--- src/rtl/input_debounce_pkg.sv ---
// Shared constants for the input debouncer: default sample divider, stable count
// and the fixed stable-counter width.
package input_debounce_pkg;

   localparam int unsigned DEF_DIV    = 1000;
   localparam int unsigned DEF_STABLE = 4;
   localparam int unsigned CNT_W      = 4;

endpackage : input_debounce_pkg

--- src/rtl/debounce_bit.sv ---
// One debounced input: two-flop synchronizer, stable counter advanced on the shared
// sample tick, debounced level and registered rise/fall pulses.
module debounce_bit
   import input_debounce_pkg::*;
#(
   parameter int unsigned STABLE = DEF_STABLE
) (
   input  logic clk,
   input  logic reset,
   input  logic i_raw,
   input  logic i_tick,
   output logic o_level,
   output logic o_rise,
   output logic o_fall
);

   localparam logic [CNT_W-1:0] STABLE_C = CNT_W'(STABLE);

   logic             r_sync1;
   logic             r_sync2;
   logic [CNT_W-1:0] r_cnt;
   logic             r_level;
   logic             r_rise;
   logic             r_fall;
   logic [CNT_W-1:0] w_cnt_inc;
   logic             w_accept;

   assign w_cnt_inc = r_cnt + CNT_W'(1);
   // A change is accepted on the tick where the counter would reach STABLE.
   assign w_accept  = i_tick && (r_sync2 != r_level) && (w_cnt_inc == STABLE_C);

   always_ff @(posedge clk or posedge reset) begin
      if (reset) begin
         r_sync1 <= 1'b0;
         r_sync2 <= 1'b0;
      end else begin
         r_sync1 <= i_raw;
         r_sync2 <= r_sync1;
      end
   end

   always_ff @(posedge clk or posedge reset) begin
      if (reset) begin
         r_cnt   <= '0;
         r_level <= 1'b0;
         r_rise  <= 1'b0;
         r_fall  <= 1'b0;
      end else begin
         r_rise <= w_accept && !r_level;
         r_fall <= w_accept && r_level;
         if (i_tick) begin
            if (r_sync2 == r_level) begin
               r_cnt <= '0;
            end else if (w_accept) begin
               r_cnt   <= '0;
               r_level <= ~r_level;
            end else begin
               r_cnt <= w_cnt_inc;
            end
         end
      end
   end

   assign o_level = r_level;
   assign o_rise  = r_rise;
   assign o_fall  = r_fall;

endmodule : debounce_bit

--- src/rtl/input_debounce.sv ---
// Debouncer for NBTN push-buttons and NSW slide-switches sharing one sample prescaler.
// Define INPUT_DEBOUNCE_CNT_EN to build the 8-bit wrapping press counter; otherwise press_cnt is 0.
module input_debounce
   import input_debounce_pkg::*;
#(
   parameter int unsigned NBTN   = 4,
   parameter int unsigned NSW    = 8,
   parameter int unsigned DIV    = DEF_DIV,
   parameter int unsigned STABLE = DEF_STABLE
) (
   input  logic            clk,
   input  logic            reset,
   input  logic [NBTN-1:0] btn_in,
   input  logic [NSW-1:0]  sw_in,
   output logic [NBTN-1:0] btn,
   output logic [NSW-1:0]  sw,
   output logic [NBTN-1:0] btn_press,
   output logic [NBTN-1:0] btn_release,
   output logic            sw_change,
   output logic [7:0]      press_cnt
);

   localparam int unsigned PW = $clog2(DIV);

   logic [PW-1:0]  r_pre;
   logic           w_tick;
   logic [NSW-1:0] w_sw_rise;
   logic [NSW-1:0] w_sw_fall;

   assign w_tick = (r_pre == PW'(DIV - 1));

   // Sample prescaler: 0..DIV-1, tick on the terminal count.
   always_ff @(posedge clk or posedge reset) begin
      if (reset) begin
         r_pre <= '0;
      end else if (w_tick) begin
         r_pre <= '0;
      end else begin
         r_pre <= r_pre + PW'(1);
      end
   end

   for (genvar i = 0; i < NBTN; i++) begin : g_btn
      debounce_bit #(.STABLE(STABLE)) u_bit (
         .clk     (clk),
         .reset   (reset),
         .i_raw   (btn_in[i]),
         .i_tick  (w_tick),
         .o_level (btn[i]),
         .o_rise  (btn_press[i]),
         .o_fall  (btn_release[i])
      );
   end

   for (genvar i = 0; i < NSW; i++) begin : g_sw
      debounce_bit #(.STABLE(STABLE)) u_bit (
         .clk     (clk),
         .reset   (reset),
         .i_raw   (sw_in[i]),
         .i_tick  (w_tick),
         .o_level (sw[i]),
         .o_rise  (w_sw_rise[i]),
         .o_fall  (w_sw_fall[i])
      );
   end

   assign sw_change = |(w_sw_rise | w_sw_fall);

`ifdef INPUT_DEBOUNCE_CNT_EN
   logic [7:0] r_press_cnt;
   logic [7:0] w_press_inc;

   always_comb begin
      w_press_inc = '0;
      for (int unsigned i = 0; i < NBTN; i++) begin
         w_press_inc = w_press_inc + 8'(btn_press[i]);
      end
   end

   // Wraps modulo 256 by design.
   always_ff @(posedge clk or posedge reset) begin
      if (reset) begin
         r_press_cnt <= '0;
      end else begin
         r_press_cnt <= r_press_cnt + w_press_inc;
      end
   end

   assign press_cnt = r_press_cnt;
`else
   assign press_cnt = 8'd0;
`endif

endmodule : input_debounce
--- config.mk ---
export PLATFORM = sky130hd
export DESIGN_NAME = input_debounce
export DESIGN_NICKNAME = d
export VERILOG_FILES = /design/src/rtl/input_debounce_pkg.sv /design/src/rtl/debounce_bit.sv /design/src/rtl/input_debounce.sv
export SDC_FILE = /design/constraint.sdc
export NUM_CORES = 1
export LEC_CHECK = 0
export CAP_MARGIN = 20
export CORE_MARGIN = 10
export CORE_UTILIZATION = 57
export DETAILED_ROUTE_END_ITERATION = 10
export DONT_BUFFER_PORTS = 1
export PLACE_DENSITY_LB_ADDON = 0.25
export SYNTH_ARGS = -nofsm -noshare
export SYNTH_HDL_FRONTEND = slang
export SYNTH_SLANG_ARGS = --single-unit
--- constraint.sdc ---
create_clock -name clk -period 3.5 [get_ports clk]
set_input_delay 0.35 -clock clk [delete_from_list [all_inputs] [get_ports clk]]
set_output_delay 0.35 -clock clk [all_outputs]
set_load 0.02 [all_outputs]
==> flow_metrics.env <==
export IMPL_dieArea_um2=13500
export IMPL_drive_above_1_share_pct=10.5
export IMPL_required_ns=3.95
export IMPL_synth_edff_count=0
export IMPL_grt_overflow=0
export IMPL_synth_seq_area_share_pct=55.9
export IMPL_tns_ns=0
export IMPL_io_pins=43
export IMPL_cts_hold_buffers_added=13
export IMPL_grt_pass1_vias=3480
export IMPL_ff2ff_setup_slack_ns=1.09
export IMPL_grt_setup_unrepaired="no"
export IMPL_timing_critical_path_arrival_ns=2.86
export IMPL_post_route_minimum_period_ns=2.41
export IMPL_total_power_uw=3170
export IMPL_slew_violations=0
export IMPL_drt_wirelength_per_cell_um=15.3
export IMPL_final_min_period_over_clock_period_pct=68.7
export IMPL_chipWidth_um=116
export IMPL_num_antenna_cells=0
export IMPL_first_pass_iters=5
export IMPL_layout_commonest_cell="sky130_fd_sc_hd__dfrtp_1"
export IMPL_globalRouteMet3Util_pct=5.24
export IMPL_placementRows=35
export IMPL_count_of_cells_resized_by_post_cts_repair=0
export IMPL_drc=0
export IMPL_yosysUniqueCellTypes=41
export IMPL_synthFlopType="sky130_fd_sc_hd__dfrtp_1"
export IMPL_power_leakage_uw=0.00284
export IMPL_cts_root_buffer="sky130_fd_sc_hd__clkbuf_8"
export IMPL_final_weighted_congestion_in_routability_driven_placement=0.784
export IMPL_clk_insertion_delay_late_ns=0.52
export IMPL_run_status="finished, final reports clean"
export IMPL_buffers_inserted_during_post_cts_setup_optimization=0
export IMPL_tritoncts_clock_tree="done"
export IMPL_grt_first_pass_wirelength_mm=15.8
export IMPL_finalClockSkew_ns=0.0105
export IMPL_timing_max_slew_rel_slack_pct=52.5
export IMPL_timing_hold_worst_class="reg2reg"
export IMPL_dr_total_vias=3401
export IMPL_ff_latch_area_um2=2950
export IMPL_initial_utilization_pct=58.0
export IMPL_grt_util_met1_pct=16.4
export IMPL_grt_antenna_before_repair=0
export IMPL_hold_ws_ns=0.343
export IMPL_layout_nets=499
export IMPL_synthesis_area_um2=5280
export IMPL_grt_usage_pct=14.7
export IMPL_max_vdd_ir_drop_mv=0.279
export IMPL_core_area_um2=9110
export IMPL_multi_input_comb_area_um2=2070
export IMPL_drt_wl_total_mm=9.10
export IMPL_mostFrequentLayoutCells="sky130_fd_sc_hd__dfrtp_1 (118), sky130_fd_sc_hd__nand2_1 (45), sky130_fd_sc_hd__nand3_1 (39), sky130_fd_sc_hd__nor3b_1 (30), sky130_fd_sc_hd__nor2_1 (20)"
export IMPL_numCtsBuffers=17
export IMPL_yosys_register_bits=118
export IMPL_power_density_nw_per_um2=533
export IMPL_final_instance_count_excl_fill=595
export IMPL_drt_iter0_drc=210
export IMPL_dieHeight_um=116
export IMPL_grt_busiest_layer="met2"
export IMPL_achievable_frequency_mhz=416
export IMPL_crit_fanout=61
export IMPL_cts_reportedPaths_clkPinSlew_ns=0.06
export IMPL_placed_cells=550
export IMPL_synthesis_area_per_instance_um2=11.3
export IMPL_ys_warnings_count=0
export IMPL_cts_path_max_buffers=2
export IMPL_setup_worst_path_end_class="register"
export IMPL_worst_slack_ns=1.09
export IMPL_netlist_instances=469
export IMPL_worstSetupStartpointType="register"
export IMPL_timing_final_setup_violations=0
export IMPL_finalHoldViolCount=0
export IMPL_cts_num_sinks=118
export IMPL_io_buffer_count=0
export IMPL_drt_antenna_violating_nets=0
export IMPL_slew_at_the_pin_closest_to_its_max_slew_limit_ns=0.713
export IMPL_pre_cts_slack_ns=1.11
export IMPL_grtUsageMet2_pct=24.5
export IMPL_area_growth_pct=12.6
export IMPL_cts_max_level=4
export IMPL_largest_net_degree_at_the_start_of_global_routing=62
export IMPL_maxCapViolCount=0
export IMPL_hpwl_mm=5.93
export IMPL_routed_via_density=5.72
export IMPL_type_of_the_worst_setup_path="reg2reg"
export IMPL_async_reset_ff_share_pct=100
export IMPL_n_fill_cell=686
[cell usage after synthesis, types with 3 or more instances]
| cell | count | share of area [%] |
|---|---|---|
| sky130_fd_sc_hd__dfrtp_1 | 118 | 56 |
| sky130_fd_sc_hd__nand2_1 | 45 | 3.2 |
| sky130_fd_sc_hd__nand3_1 | 39 | 3.7 |
| sky130_fd_sc_hd__buf_4 | 30 | 4.3 |
| sky130_fd_sc_hd__nor3b_1 | 30 | 4.3 |
| sky130_fd_sc_hd__nor2_1 | 20 | 1.4 |
| sky130_fd_sc_hd__o21ai_0 | 19 | 1.8 |
| sky130_fd_sc_hd__nor4_1 | 18 | 2.1 |
| sky130_fd_sc_hd__ha_1 | 14 | 3.3 |
| sky130_fd_sc_hd__o31ai_1 | 13 | 1.8 |
| sky130_fd_sc_hd__xnor2_1 | 13 | 2.2 |
| sky130_fd_sc_hd__xor2_1 | 12 | 2.0 |
| sky130_fd_sc_hd__a21o_1 | 10 | 1.4 |
| sky130_fd_sc_hd__mux2_2 | 10 | 2.1 |
| sky130_fd_sc_hd__nand3b_1 | 10 | 1.4 |
| sky130_fd_sc_hd__or4_1 | 8 | 1.1 |
| sky130_fd_sc_hd__inv_1 | 7 | 0.50 |
| sky130_fd_sc_hd__nand2b_1 | 7 | 0.83 |
| sky130_fd_sc_hd__and3_1 | 6 | 0.71 |
| sky130_fd_sc_hd__clkbuf_1 | 6 | 0.43 |
| sky130_fd_sc_hd__and2_1 | 4 | 0.47 |
| sky130_fd_sc_hd__a221o_1 | 3 | 0.57 |
| sky130_fd_sc_hd__and3b_1 | 3 | 0.50 |
| sky130_fd_sc_hd__buf_2 | 3 | 0.28 |
| sky130_fd_sc_hd__nor2b_1 | 3 | 0.36 |
| sky130_fd_sc_hd__o41ai_1 | 3 | 0.50 |
[per-layer routing]
layer  vias up  wire, um  share of wire [%]
li1       1649         -                  -
met1      1668      3900                 43
met2        72      4580                 50
met3        12       499                5.5
met4         0       114                1.3
met5         -         0                  0
[worst max-delay path: stages (launching register included)]
cell	delay (ns)
sky130_fd_sc_hd__dfrtp_1	0.40
sky130_fd_sc_hd__ha_1	0.25
sky130_fd_sc_hd__and4_1	0.26
sky130_fd_sc_hd__nand4_4	0.31
sky130_fd_sc_hd__buf_4	0.44
sky130_fd_sc_hd__or4_1	0.57
sky130_fd_sc_hd__nand3_1	0.09
[logic make-up after synthesis]
kind of cell             count (synthesis)  share of synthesized area (%)
buffers and inverters                   47                           5.55
AO/OA/AOI/OAI                           54                           7.11
adder cells (fa/ha/maj)                 14                           3.32
multiplexers                            12                           2.63
XOR/XNOR                                25                           4.15
other                                    1                         0.0710
AND/OR/NAND/NOR                        198                           21.2
flip-flops                             118                           55.9
[state kept, by name, summed over array words and instances, names as in the netlist]
signal,count
g_sw.u_bit.r_cnt,32
g_btn.u_bit.r_cnt,16
r_pre,10
g_sw.u_bit.o_fall,8
g_sw.u_bit.o_level,8
g_sw.u_bit.o_rise,8
g_sw.u_bit.r_sync1,8
g_sw.u_bit.r_sync2,8
g_btn.u_bit.o_fall,4
g_btn.u_bit.o_level,4
g_btn.u_bit.o_rise,4
g_btn.u_bit.r_sync1,4
g_btn.u_bit.r_sync2,4
[path summary, 6_finish.rpt]
| check | startpoint | end | cells past startpoint |
|---|---|---|---|
| min reg2reg | g_sw[5].u_bit.r_sync1 | g_sw[5].u_bit.r_sync2 | 0 |
| min | g_sw[5].u_bit.r_sync1 | g_sw[5].u_bit.r_sync2 | 0 |
| max in group asynchronous | reset | g_sw[7].u_bit.r_cnt[3] | 3 |
| max | r_pre[0] | g_sw[0].u_bit.r_cnt[3] | 6 |
| max reg2reg | r_pre[0] | g_sw[0].u_bit.r_cnt[3] | 6 |
| min in group asynchronous | reset | g_btn[0].u_bit.o_fall | 2 |
[metrics by stage]
step                area (um2)  util (%)
detailed placement        5220      57.3
floorplan                 5310         -
CTS                       5940      65.2
finish                    5940      65.2
global placement          5220      57.3
global route              5940      65.2
[where the power goes]
part | internal (uW) | leakage, uW | switching [uW]
combinational | 21.9 | 0.000974 | 48.3
clock | 1050 | 0.000286 | 659
sequential | 1380 | 0.00158 | 11.1
[area by class of cell]
class	instances	share of cell area, %
Tap cell	111	2.34
Inverter	7	0.484
Clock buffer	18	7.20
Timing Repair Buffer	16	2.78
Sequential cell	118	49.7
Multi-Input combinational cell	311	34.8
Clock inverter	14	2.72
No activity file was read; power rests on OpenSTA's default activity.
